$ cat src/rtl/shff_pkg.sv
// Shared types and sizing for the shuffle-buffer transpose sequencer.
package shff_pkg;

    localparam int unsigned DEF_ROW_W = 5;
    localparam int unsigned DEF_COL_W = 5;

    typedef enum logic [1:0] {
        BANK_FREE  = 2'd0,
        BANK_FILL  = 2'd1,
        BANK_READY = 2'd2,
        BANK_DRAIN = 2'd3
    } bank_state_e;

    // Block address is {bank, row, col}.
    function automatic int unsigned addr_w(input int unsigned row_w, input int unsigned col_w);
        return 1 + row_w + col_w;
    endfunction

endpackage

$ cat src/rtl/wrp_shff_bank_fsm.sv
// Per-bank occupancy FSM: FREE -> FILL -> READY -> DRAIN -> FREE.
module wrp_shff_bank_fsm
    import shff_pkg::*;
(
    input  logic        clk,
    input  logic        srst,
    input  logic        wr_fire,
    input  logic        wr_end,
    input  logic        rd_fire,
    input  logic        rd_end,
    output bank_state_e state
);

    bank_state_e state_q;
    bank_state_e state_d;

    always_ff @(posedge clk) begin
        if (srst) begin
            state_q <= BANK_FREE;
        end else begin
            state_q <= state_d;
        end
    end

    // A single-block bank (wr_end on the first write) skips FILL/DRAIN.
    always_comb begin
        state_d = state_q;
        case (state_q)
            BANK_FREE:  if (wr_fire) state_d = wr_end ? BANK_READY : BANK_FILL;
            BANK_FILL:  if (wr_fire && wr_end) state_d = BANK_READY;
            BANK_READY: if (rd_fire) state_d = rd_end ? BANK_FREE : BANK_DRAIN;
            BANK_DRAIN: if (rd_fire && rd_end) state_d = BANK_FREE;
            default:    state_d = BANK_FREE;
        endcase
    end

    assign state = state_q;

endmodule

$ cat src/rtl/wrp_shff_seq_ctrl.sv
// Ping-pong transpose sequencer: row-major writes, column-major reads over two banks.
module wrp_shff_seq_ctrl
    import shff_pkg::*;
#(
    parameter  int unsigned ROW_W  = DEF_ROW_W,
    parameter  int unsigned COL_W  = DEF_COL_W,
    localparam int unsigned ADDR_W = addr_w(ROW_W, COL_W)
) (
    input  logic              clk,
    input  logic              srst,
    input  logic              wr_valid,
    output logic              wr_ready,
    input  logic              rd_ready,
    output logic              rd_valid,
    output logic              mem_wen,
    output logic [ADDR_W-1:0] mem_waddr,
    output logic              mem_ren,
    output logic [ADDR_W-1:0] mem_raddr,
    output logic              rd_last,
    output logic              buf_wdone,
    output logic              buf_rdone,
    output logic [1:0]        bank_rdy
);

    logic             wbank_q, wbank_d;
    logic [ROW_W-1:0] wrow_q, wrow_d;
    logic [COL_W-1:0] wcol_q, wcol_d;
    logic             rbank_q, rbank_d;
    logic [ROW_W-1:0] rrow_q, rrow_d;
    logic [COL_W-1:0] rcol_q, rcol_d;

    logic              mem_wen_q, mem_wen_d;
    logic [ADDR_W-1:0] mem_waddr_q, mem_waddr_d;
    logic              mem_ren_q, mem_ren_d;
    logic [ADDR_W-1:0] mem_raddr_q, mem_raddr_d;
    logic              rd_last_q, rd_last_d;

    bank_state_e st0, st1;
    bank_state_e wr_st, rd_st;
    logic        wr_fire, wr_end, rd_fire, rd_end;

    // Handshake decode uses registered bank state only.
    assign wr_st    = wbank_q ? st1 : st0;
    assign rd_st    = rbank_q ? st1 : st0;
    assign wr_ready = (wr_st == BANK_FREE) || (wr_st == BANK_FILL);
    assign rd_valid = (rd_st == BANK_READY) || (rd_st == BANK_DRAIN);
    assign wr_fire  = wr_valid & wr_ready;
    assign rd_fire  = rd_ready & rd_valid;
    assign wr_end   = (&wrow_q) & (&wcol_q);
    assign rd_end   = (&rrow_q) & (&rcol_q);

    wrp_shff_bank_fsm u_bank0 (
        .clk     (clk),
        .srst    (srst),
        .wr_fire (wr_fire & ~wbank_q),
        .wr_end  (wr_end),
        .rd_fire (rd_fire & ~rbank_q),
        .rd_end  (rd_end),
        .state   (st0)
    );

    wrp_shff_bank_fsm u_bank1 (
        .clk     (clk),
        .srst    (srst),
        .wr_fire (wr_fire & wbank_q),
        .wr_end  (wr_end),
        .rd_fire (rd_fire & rbank_q),
        .rd_end  (rd_end),
        .state   (st1)
    );

    // Write walks col fastest, read walks row fastest: that is the transpose.
    always_comb begin
        wbank_d = wbank_q;
        wrow_d  = wrow_q;
        wcol_d  = wcol_q;
        rbank_d = rbank_q;
        rrow_d  = rrow_q;
        rcol_d  = rcol_q;
        if (wr_fire) begin
            wcol_d = wcol_q + COL_W'(1);
            if (&wcol_q) wrow_d = wrow_q + ROW_W'(1);
            if (wr_end)  wbank_d = ~wbank_q;
        end
        if (rd_fire) begin
            rrow_d = rrow_q + ROW_W'(1);
            if (&rrow_q) rcol_d = rcol_q + COL_W'(1);
            if (rd_end)  rbank_d = ~rbank_q;
        end
    end

    always_comb begin
        mem_wen_d   = wr_fire;
        mem_waddr_d = wr_fire ? {wbank_q, wrow_q, wcol_q} : mem_waddr_q;
        mem_ren_d   = rd_fire;
        mem_raddr_d = rd_fire ? {rbank_q, rrow_q, rcol_q} : mem_raddr_q;
        rd_last_d   = rd_fire & rd_end;
    end

    always_ff @(posedge clk) begin
        if (srst) begin
            wbank_q     <= 1'b0;
            wrow_q      <= '0;
            wcol_q      <= '0;
            rbank_q     <= 1'b0;
            rrow_q      <= '0;
            rcol_q      <= '0;
            mem_wen_q   <= 1'b0;
            mem_waddr_q <= '0;
            mem_ren_q   <= 1'b0;
            mem_raddr_q <= '0;
            rd_last_q   <= 1'b0;
        end else begin
            wbank_q     <= wbank_d;
            wrow_q      <= wrow_d;
            wcol_q      <= wcol_d;
            rbank_q     <= rbank_d;
            rrow_q      <= rrow_d;
            rcol_q      <= rcol_d;
            mem_wen_q   <= mem_wen_d;
            mem_waddr_q <= mem_waddr_d;
            mem_ren_q   <= mem_ren_d;
            mem_raddr_q <= mem_raddr_d;
            rd_last_q   <= rd_last_d;
        end
    end

    assign mem_wen   = mem_wen_q;
    assign mem_waddr = mem_waddr_q;
    assign mem_ren   = mem_ren_q;
    assign mem_raddr = mem_raddr_q;
    assign rd_last   = rd_last_q;
    assign buf_wdone = mem_wen_q;
    assign buf_rdone = mem_ren_q;
    assign bank_rdy  = {(st1 == BANK_READY) || (st1 == BANK_DRAIN),
                        (st0 == BANK_READY) || (st0 == BANK_DRAIN)};

endmodule

$ cat config.mk
export PLATFORM = sky130hd
export DESIGN_NAME = wrp_shff_seq_ctrl
export DESIGN_NICKNAME = d
export VERILOG_FILES = /design/src/rtl/shff_pkg.sv /design/src/rtl/wrp_shff_bank_fsm.sv /design/src/rtl/wrp_shff_seq_ctrl.sv
export SDC_FILE = /design/constraint.sdc
export NUM_CORES = 1
export LEC_CHECK = 0
export BUFFER_PORTS_ARGS = -buffer_cell sky130_fd_sc_hd__buf_2
export CAP_MARGIN = 30
export CORE_UTILIZATION = 55
export CTS_CLUSTER_SIZE = 28
export DETAILED_ROUTE_END_ITERATION = 10
export PLACE_DENSITY = 0.87
export SLEW_MARGIN = 20
export SYNTH_ARGS = -nofsm -noshare
export SYNTH_HDL_FRONTEND = slang
export SYNTH_SLANG_ARGS = --single-unit
$ cat constraint.sdc
create_clock -name clk -period 2 [get_ports clk]
set_input_delay 0.1 -clock clk [delete_from_list [all_inputs] [get_ports clk]]
set_output_delay 0.1 -clock clk [all_outputs]
set_load 0.01 [all_outputs]
==> impl_metrics.yaml, run 1 <==
status:
  status: "finished, final reports clean"
detailed_routing:
  ant_nets: 0
  wl_um: 3948
  route.detailed.drc: 0
  avgViaCountPerCell: 5.509
  firstDrtPassIters: 4
  dr.first_iter.drc_count: 72
  wire_per_inst_um: 12.42
  num_vias: 1752
sta:
  rsz0062_at_grt: "no"
  timing.final.ws_setup_ps: 332.0
  tightest_slew_ps: 509.4
  relSlewSlack_pct: 65.96
  period_minus_slack_ps: 1668
  clock.fmax_mhz: 599.5
  fin_setup_tns_ps: 0
  final.setup_skew_ps: 3.205
  period_share_pct: 83.40
  setup_viol: 0
  slew_violations: 0
  hold_viol: 0
place:
  place_inst: 311
  pre_cts_slack_ps: 330.0
  portBuffers: 34
  routabilityCongestion: 0.8028
  hpwlAfterDp_um: 2680
logic_synthesis:
  synth_simple_gate_area_share_pct: 25.90
  avgSynthCellArea_um2: 8.728
  ys_async_sr_fraction_pct: 0
  yosys_register_bits: 50
  synthMuxAreaShare_pct: 3.658
  synthAdderAreaFrac_pct: 4.720
  synth-compound-area-share_pct: 9.676
  syn-num-nets: 255
  synth_top_family_by_area: "simple AND/OR/NAND/NOR gates"
  synthXorXnorAreaFrac_pct: 4.543
  yosysSeqAreaShare_pct: 47.20
  synth.distinct_cells: 31
  syn_inst: 243
  netlist_area_um2: 2121
  ys_warn_count: 0
  synthFlopType: "dfxtp_1"
  synth_edf_count: 0
final_layout:
  final_cell_mix: "dfxtp_1 (50), buf_2 (34), nand2_1 (31), nand3_1 (31), a21oi_1 (30)"
  post-route-util_pct: 64.25
  drive_above_1_share_pct: 17.41
  syn2layout_area_growth_pct: 11.74
  final_cells: 318
  diodes: 0
  final_common_cell: "dfxtp_1"
  nets: 282
floorplanning:
  num_rows: 22
  start_util_pct: 57.50
  dieWidth_um: 64.10
  io_pins: 35
  die_area_um2: 4108
  fp.coreArea_um2: 3689
  die_y_um: 64.10
power:
  p_leak_nw: 1.028
  vdd_drop_max_v: 0.0004839
  p_per_area_nw_per_um2: 720.2
cts:
  cts_sinks: 50
  max-clock-path-buffers: 2
  numCtsBuffers: 5
  cts_setup_buffers: 0
  cts_tree: "yes"
  post_cts_resized: 0
  root_buffer: "clkbuf_8"
  holdBufCountCts: 0
  htree_levels: 2
  clock_latency_ps: 300
  path_clk_slew_ps: 80
critical_path:
  r2r-start: "rbank_q$_SDFFE_PP0P_"
  worstPathMaxFanout: 19
  cp.required_ps: 2200
  start_kind: "register"
  ff2ff_path_depth: 4
  rrSetupSlack_ps: 330
  end_kind: "register"
  worstPathArrival_ps: 1870
  crit_type: "reg -> reg"
  r2r_end: "rd_last$_SDFF_PP0_"
min_path:
  whs_endpoint: "rcol_q[1]$_SDFFE_PP0P_"
  hold_start: "srst"
  hp-class: "in -> reg"
  worstHoldPathCells: 2
global_route:
  grt_overflow: 0
  grt_pass1_vias: 1476
  grt_max_degree: 27
  grt_pass1_wl_um: 6541
  antenna_found_initial: 0
  grt_usage_pct: 20.46
flow_run:
  maxCapViolations: 0
## through the flow
step / hold slack, ps / instance area [µm²] / total power, mW
after detailed placement: 443.5 / 2293 / 1.184
after CTS: 218.1 / 2370 / 1.723
final: 221.9 / 2370 / 1.707
after global placement: 440.7 / 2293 / 1.182
after global routing: 240.3 / 2370 / 1.765
after floorplan: 175.7 / 2121 / 1.151
## worst max-delay path, stage by stage (launching register included)
cell     delay (ps)
dfxtp_1         430
mux2_4          430
nand2_1         430
nor2_1           90
and3_1          190
## worst max-delay path by stage
stage          slack (ps)                          start                endpoint  depth (start not counted)
5_1_grt               140  u_bank1.state[1]$_SDFFE_PP0P_      rd_last$_SDFF_PP0_                          4
3_5_place_dp          330           rbank_q$_SDFFE_PP0P_      rd_last$_SDFF_PP0_                          4
6_report              330           rbank_q$_SDFFE_PP0P_      rd_last$_SDFF_PP0_                          4
3_3_place_gp          340           rbank_q$_SDFFE_PP0P_      rd_last$_SDFF_PP0_                          4
2_1_floorplan         540           wbank_q$_SDFFE_PP0P_  wrow_q[3]$_SDFFE_PP0P_                          4
4_1_cts               310           rbank_q$_SDFFE_PP0P_      rd_last$_SDFF_PP0_                          4
## per-layer routing
metal	up-vias	part of all wire, %	track usage (%)
met2	35	45	31.38
met5	-	0	0
li1	883	-	-
met4	0	1.8	10.00
met3	7	4.1	4.464
met1	827	49	27.19
## logic make-up (layout without fill, tap and decap cells)
logic type | count (synthesis) | count (layout)
mux | 6 | 6
simple gates | 111 | 111
compound gates | 38 | 38
fa+ha+maj | 8 | 8
xor+xnor | 11 | 11
flops | 50 | 50
buf+inv | 19 | 46
## final cells by class
class                      instances  area [µm²]
fill                             328        1319
timing repair buffer              38       200.2
tap                               48       60.06
inverter                           1       3.754
sequential                        50        1001
clock buffer                       7       76.32
multi-input combinational        174        1028
## registers in the layout, indices dropped and copies added (netlist names), 2 cells and up
signal and cells:
mem_raddr 11, mem_waddr 11, rcol_q 5, rrow_q 5, wcol_q 5, wrow_q 5
u_bank0.state 2
## synth_stat cells, drive strengths merged, types with 2 or more instances
master,n,area share [%]
a21oi,30,7.1
and3,8,2.4
and4,2,0.83
buf,9,2.5
clkbuf,9,1.6
dfxtp,50,47
ha,8,4.7
mux2i,5,2.9
nand2,31,5.5
nand2b,2,0.59
nand3,33,9.0
nand4,3,0.89
nor2,23,4.1
nor2b,2,0.59
nor3,3,0.71
o21ai,3,0.71
or3,2,0.59
xor2,11,4.5
## report_power, final
| part | leakage (nW) | switching [mW] | total (mW) | internal, mW |
|---|---|---|---|---|
| Clock | 0.0383 | 0.304 | 0.545 | 0.241 |
| Sequential | 0.404 | 0.0158 | 1.03 | 1.01 |
| Combinational | 0.586 | 0.0933 | 0.136 | 0.0425 |
Note: power is estimated with default switching activity, not from simulation.
==> run 2: changes to the inputs <==
Settings changed: ABC_AREA from default to 1, CORE_UTILIZATION 55 to 50, PLACE_DENSITY 0.87 to 0.83.
Clock period 2 ns to 1.4 ns, I/O delays scaled along.
==> run 2 against run 1 <==
Against the previous run: the run now ends with negative setup slack left; combinational power grew to 6.3 times the previous value; sequential power is 65% higher; flip-flop and latch count is 1 higher; hold slack worse by 140 ps; fmax is 5.9% higher; cell area is 23% higher.
==> impl_metrics.yaml, run 2 <==
status:
  status: "finished with violations"
  violations: "negative setup slack"
global_route:
  grt_pass1_vias: 1901
  grt_overflow: 0
  grt_max_degree: 25
  antenna_found_initial: 0
  grt_usage_pct: 20.76
  grt_pass1_wl_um: 8176
sta:
  clock.fmax_mhz: 635.1
  final.setup_skew_ps: 6.917
  slew_violations: 0
  rsz0062_at_grt: "yes"
  timing.final.ws_setup_ps: -174.6
  setup_viol: 5
  relSlewSlack_pct: 81.14
  period_share_pct: 112.5
  period_minus_slack_ps: 1575
  holdWs_ps: 84.22
  tightest_slew_ps: 282.0
  hold_viol: 0
floorplanning:
  start_util_pct: 51.98
  dieWidth_um: 69.28
  io_pins: 35
  num_rows: 24
  fp.coreArea_um2: 4354
  die_y_um: 69.28
  die_area_um2: 4800
power:
  switchingPower_mw: 1.117
  power.share.switching_pct: 32.75
  vdd_drop_max_v: 0.0004962
  pwr-share-comb_pct: 25.0
  clkPwrFrac_pct: 25.3
  p_per_area_nw_per_um2: 1165
  p_leak_nw: 1.327
  pwr-share-seq_pct: 49.7
  p_int_mw: 2.293
  total_power_mw: 3.410
place:
  hpwlAfterDp_um: 3391
  routabilityCongestion: 0.7975
  postPlaceCellArea_um2: 2714
  pre_cts_slack_ps: -136.2
  portBuffers: 34
cts:
  htree_levels: 2
  cts_sinks: 51
  root_buffer: "clkbuf_8"
  clock_latency_ps: 310
  numCtsBuffers: 5
  cts_tree: "yes"
  holdBufCountCts: 0
  path_clk_slew_ps: 90
  max-clock-path-buffers: 2
final_layout:
  post-route-util_pct: 67.21
  fillers: 353
  diodes: 0
  drive_above_1_share_pct: 35.83
  syn2layout_area_growth_pct: 29.30
  final_common_cell: "nand2_1"
  nets: 371
  postLayoutCellArea_um2: 2927
  final_cell_mix: "nand2_1 (59), nor2_1 (40), dfxtp_1 (40)"
critical_path:
  slowest_stage: "dfxtp_2"
  worstPathArrival_ps: 1790
  cp.required_ps: 1610
  start_kind: "register"
  crit_type: "reg -> reg"
  end_kind: "register"
  path_cells: "ha_4, nand2_2, nor2_2, ha_2, nand2_4, inv_2, nand3_2, nand2_1, inv_1, nor2_2, nand3_1, nand2_1, inv_1"
  worstPathMaxFanout: 4
  cp_slowest_stage_delay_ps: 370
logic_synthesis:
  netlist_area_um2: 2263
  syn_inst: 302
  synth_area_leader_cell: "dfxtp_1"
  synth_common_cells: "nand2_1 (67), dfxtp_1 (51), nor2_1 (43), a21oi_1 (32), inv_1 (25)"
  synth_edf_count: 0
  yosysSeqAreaShare_pct: 45.11
  yosys_register_bits: 51
  synth_top_cells_by_area: "dfxtp_1 (45%), nand2_1 (11%), nor2_1 (7.1%)"
  synthFlopType: "dfxtp_1"
  ys_async_sr_fraction_pct: 0
  avgSynthCellArea_um2: 7.495
  syn-num-nets: 314
  yosys.area.top_type_share_pct: 45.11
  ys_warn_count: 0
  yosysMostFrequentCell: "nand2_1"
  synth.distinct_cells: 24
detailed_routing:
  wire_per_inst_um: 11.81
  wl_um: 4864
  route.detailed.drc: 0
  ant_nets: 0
  routed-wl-met3_um: 218
  num_vias: 2112
  m1WireLength_um: 2185
  highest_layer: "met4"
  dr.first_iter.drc_count: 132
  firstDrtPassIters: 5
  avgViaCountPerCell: 5.126
  met2_length_um: 2379
flow_run:
  maxCapViolations: 0
min_path:
  hp-class: "in -> reg"
[run 2: changes by cell type after synthesis, sizes merged, moves of 3 or more]
| cell | before | now |
|---|---|---|
| and3 | 8 | 0 |
| nand2 | 31 | 72 |
| mux2i | 5 | 0 |
| inv | 1 | 27 |
| nand3 | 33 | 18 |
| xor2 | 11 | 5 |
| clkbuf | 9 | 6 |
| nor2 | 23 | 44 |
| a21oi | 30 | 33 |
| o21ai | 3 | 22 |
[run 2: through the flow]
stage,setup TNS (ps),cells
6_report,-503.2,412
5_1_grt,-1039,412
3_3_place_gp,-207.8,402
2_1_floorplan,-145.3,302
3_5_place_dp,-402.5,402
4_1_cts,-309.7,411
[run 2: timing repair]
item / CTS / global route
setup endpoints to repair: 5 / 32
pin swaps: 15 / 15
endpoints found under the hold margin: 0 / 0
buffers inserted: 2 / 2
gates resized for setup: 13 / 19
[run 2: path summary, 6_finish.rpt]
check	from	to	slack, ps	cells past startpoint
min	wr_valid	wbank_q$_SDFFE_PP0P_	80	3
max	wrow_q[1]$_SDFFE_PP0P_	u_bank0.state[0]$_SDFFE_PP0P_	-170	13
min reg2reg	mem_waddr[7]$_SDFFE_PP0N_	mem_waddr[7]$_SDFFE_PP0N_	460	2
max reg2reg	wrow_q[1]$_SDFFE_PP0P_	u_bank0.state[0]$_SDFFE_PP0P_	-170	13
[run 2: cells by family (layout without fill, tap and decap cells)]
| kind of cell | Yosys count | after routing | synth area share [%] |
|---|---|---|---|
| AO/OA/AOI/OAI | 56 | 56 | 12.66 |
| XOR/XNOR | 6 | 6 | 2.322 |
| adder cells (fa/ha/maj) | 8 | 8 | 4.423 |
| buffers and inverters | 42 | 100 | 8.292 |
| flip-flops | 51 | 51 | 45.11 |
| AND/OR/NAND/NOR | 139 | 139 | 27.20 |
[run 2: area by class of cell]
class	count	area, µm²	area share, %
Tap cell	52	65.06	2.223
Clock buffer	5	68.82	2.351
Multi-Input combinational cell	209	1222	41.77
Timing Repair Buffer	65	406.6	13.89
Inverter	27	103.9	3.549
Sequential cell	51	1035	35.36
Clock inverter	3	25.02	0.8551
[run 2: routing by layer]
metal,global-route usage [%],vias to the layer above
met1,26.55,970
li1,-,1082
met2,34.09,52
met5,0,-
met4,7.937,0
met3,4.651,8
[run 2: worst max-delay path: cells and delay by family (launching register included)]
kind	cells	cell delay, ps
buffers and inverters	3	140
DFF	1	370
and+or+nand+nor	8	630
adders and majority gates	2	340
[run 2: power groups by stage]
stage	combinational, mW	clock, mW	sequential [mW]
after floorplan	0.548	0	1.74
after global placement	0.788	0	1.71
after detailed placement	0.812	0	1.72
after CTS	0.825	0.892	1.69
after global routing	0.973	0.945	1.72
final	0.852	0.862	1.70
==> run 3: changes to the inputs <==
Settings changed: CORE_ASPECT_RATIO from default to 2, REMOVE_ABC_BUFFERS from default to 1.
==> run 3 against run 2 <==
Against the previous run: the flow still finishes with violations (negative setup slack); via count rose by 6.0%; cell area rose by 1.9%; routed wire length grew 17%; combinational power grew 11%; largest power group unchanged; highest routed layer unchanged.
==> impl_metrics.yaml, run 3 (synthesis results as in run 2) <==
status:
  status: "finished with violations"
  violations: "negative setup slack"
critical_path:
  rrSetupSlack_ps: -180
  worstPathMaxFanout: 3
  cp.required_ps: 1620
  crit_type: "reg -> reg"
  worstPathArrival_ps: 1800
  r2r-start: "rcol_q[1]$_SDFFE_PP0P_"
  startpoint: "rcol_q[1]$_SDFFE_PP0P_"
  end_kind: "register"
  start_kind: "register"
global_route:
  antenna_found_initial: 0
  grt_pass1_vias: 2181
  grt_max_degree: 28
  grt_usage_pct: 23.47
  grt_pass1_wl_um: 8997
  grt_overflow: 0
final_layout:
  drive_above_1_share_pct: 35.97
  syn2layout_area_growth_pct: 31.79
  post-route-util_pct: 68.74
  final_common_cell: "nand2_1"
  final_cell_mix: "nand2_1 (61), dfxtp_1 (41), nor2_1 (40)"
  diodes: 0
  nets: 379
detailed_routing:
  firstDrtPassIters: 4
  wl_um: 5688
  route.detailed.drc: 0
  dr.first_iter.drc_count: 64
  avgViaCountPerCell: 5.316
  num_vias: 2238
  ant_nets: 0
  wire_per_inst_um: 13.51
sta:
  tightest_slew_ps: 311.0
  hold_viol: 0
  final.setup_skew_ps: 12.66
  timing.final.ws_setup_ps: -175.6
  relSlewSlack_pct: 79.20
  period_share_pct: 112.5
  period_minus_slack_ps: 1576
  clock.fmax_mhz: 634.7
  rsz0062_at_grt: "yes"
  setup_viol: 6
  slew_violations: 0
  fin_setup_tns_ps: -752.8
cts:
  cts_tree: "yes"
  cts_sinks: 51
  root_buffer: "clkbuf_8"
  numCtsBuffers: 5
  path_clk_slew_ps: 90
  clock_latency_ps: 310
  max-clock-path-buffers: 2
  htree_levels: 2
power:
  switchingPower_mw: 1.132
  clkPwrFrac_pct: 24.3
  pwr-share-comb_pct: 27.1
  pwr-share-seq_pct: 48.6
  power.share.switching_pct: 32.41
  p_leak_nw: 1.354
  p_int_mw: 2.361
  vdd_drop_max_v: 0.0009821
  p_per_area_nw_per_um2: 1171
flow_run:
  maxCapViolations: 0
place:
  hpwlAfterDp_um: 3523
  portBuffers: 34
  routabilityCongestion: 0.8701
min_path:
  hp-class: "in -> reg"
  hold_start: "rd_ready"
floorplanning:
  die_y_um: 97.15
  fp.coreArea_um2: 4339
  die_area_um2: 4816
  start_util_pct: 52.16
  num_rows: 34
  dieWidth_um: 49.58
  io_pins: 35
## run 3: changes by cell type in the layout (fill, tap and decap cells not counted), sizes merged
| cell | before | now |
|---|---|---|
| clkbuf | 5 | 6 |
| clkinvlp | 1 | 0 |
| buf | 65 | 73 |
| clkinv | 2 | 1 |
## run 3: critical path, cell delays in order, from the launching register on
cell	delay [ps]
dfxtp_2	360
ha_4	140
nand2_2	60
nor2_2	120
ha_2	220
nand2_2	80
inv_2	70
nand4_1	110
nand2_1	130
nand3_2	90
nand2_1	80
inv_1	40
## run 3: per-layer routing
metal	vias up	wire length, µm	global-route usage [%]
met5	-	0	0
met4	0	144	11.21
met3	17	214	2.504
met2	61	3232	44.91
met1	1071	2096	23.80
li1	1089	-	-
## run 3: worst paths after layout
path         depth (start not counted)                            end
max reg2reg                         11  u_bank0.state[0]$_SDFFE_PP0P_
min                                  3           buf_rdone$_SDFF_PP0_
max                                 11  u_bank0.state[0]$_SDFFE_PP0P_
min reg2reg                          2      mem_waddr[4]$_SDFFE_PP0N_
## run 3: power groups by stage
stage	registers, mW	clock network (mW)	logic, mW
after detailed placement	1.71	0	0.823
after global routing	1.72	0.912	1.05
after global placement	1.70	0	0.805
final	1.70	0.848	0.948
after floorplan	1.76	0	0.439
after CTS	1.70	0.855	0.866
## run 3: cell type report
cell class,count,area [µm²]
clock buffer,6,82.58
clock inverter,1,5.005
fill,342,1356
inverter,27,103.9
multi-input combinational,209,1224
sequential,51,1033
tap,54,67.56
timing repair buffer,73,466.7
## run 3: metrics by stage
stage	hold slack (ps)	area [µm²]	cells	setup WS [ps]	power [mW]
finish	142.6	2983	421	-175.6	3.493
global route	172.3	2983	421	-270.8	3.684
CTS	145.8	2922	417	-131.3	3.418
detailed placement	454.8	2648	406	-317.5	2.530
global placement	448.0	2648	406	-210.0	2.505
floorplan	139.1	2177	287	-304.8	2.199
## run 3: timing repair
| item | CTS | global route |
|---|---|---|
| pin swaps | 19 | 12 |
| buffers inserted | 4 | 4 |
| endpoints found under the setup margin | 7 | 29 |
| resized for setup | 45 | 12 |
| hold buffers | 0 | 0 |
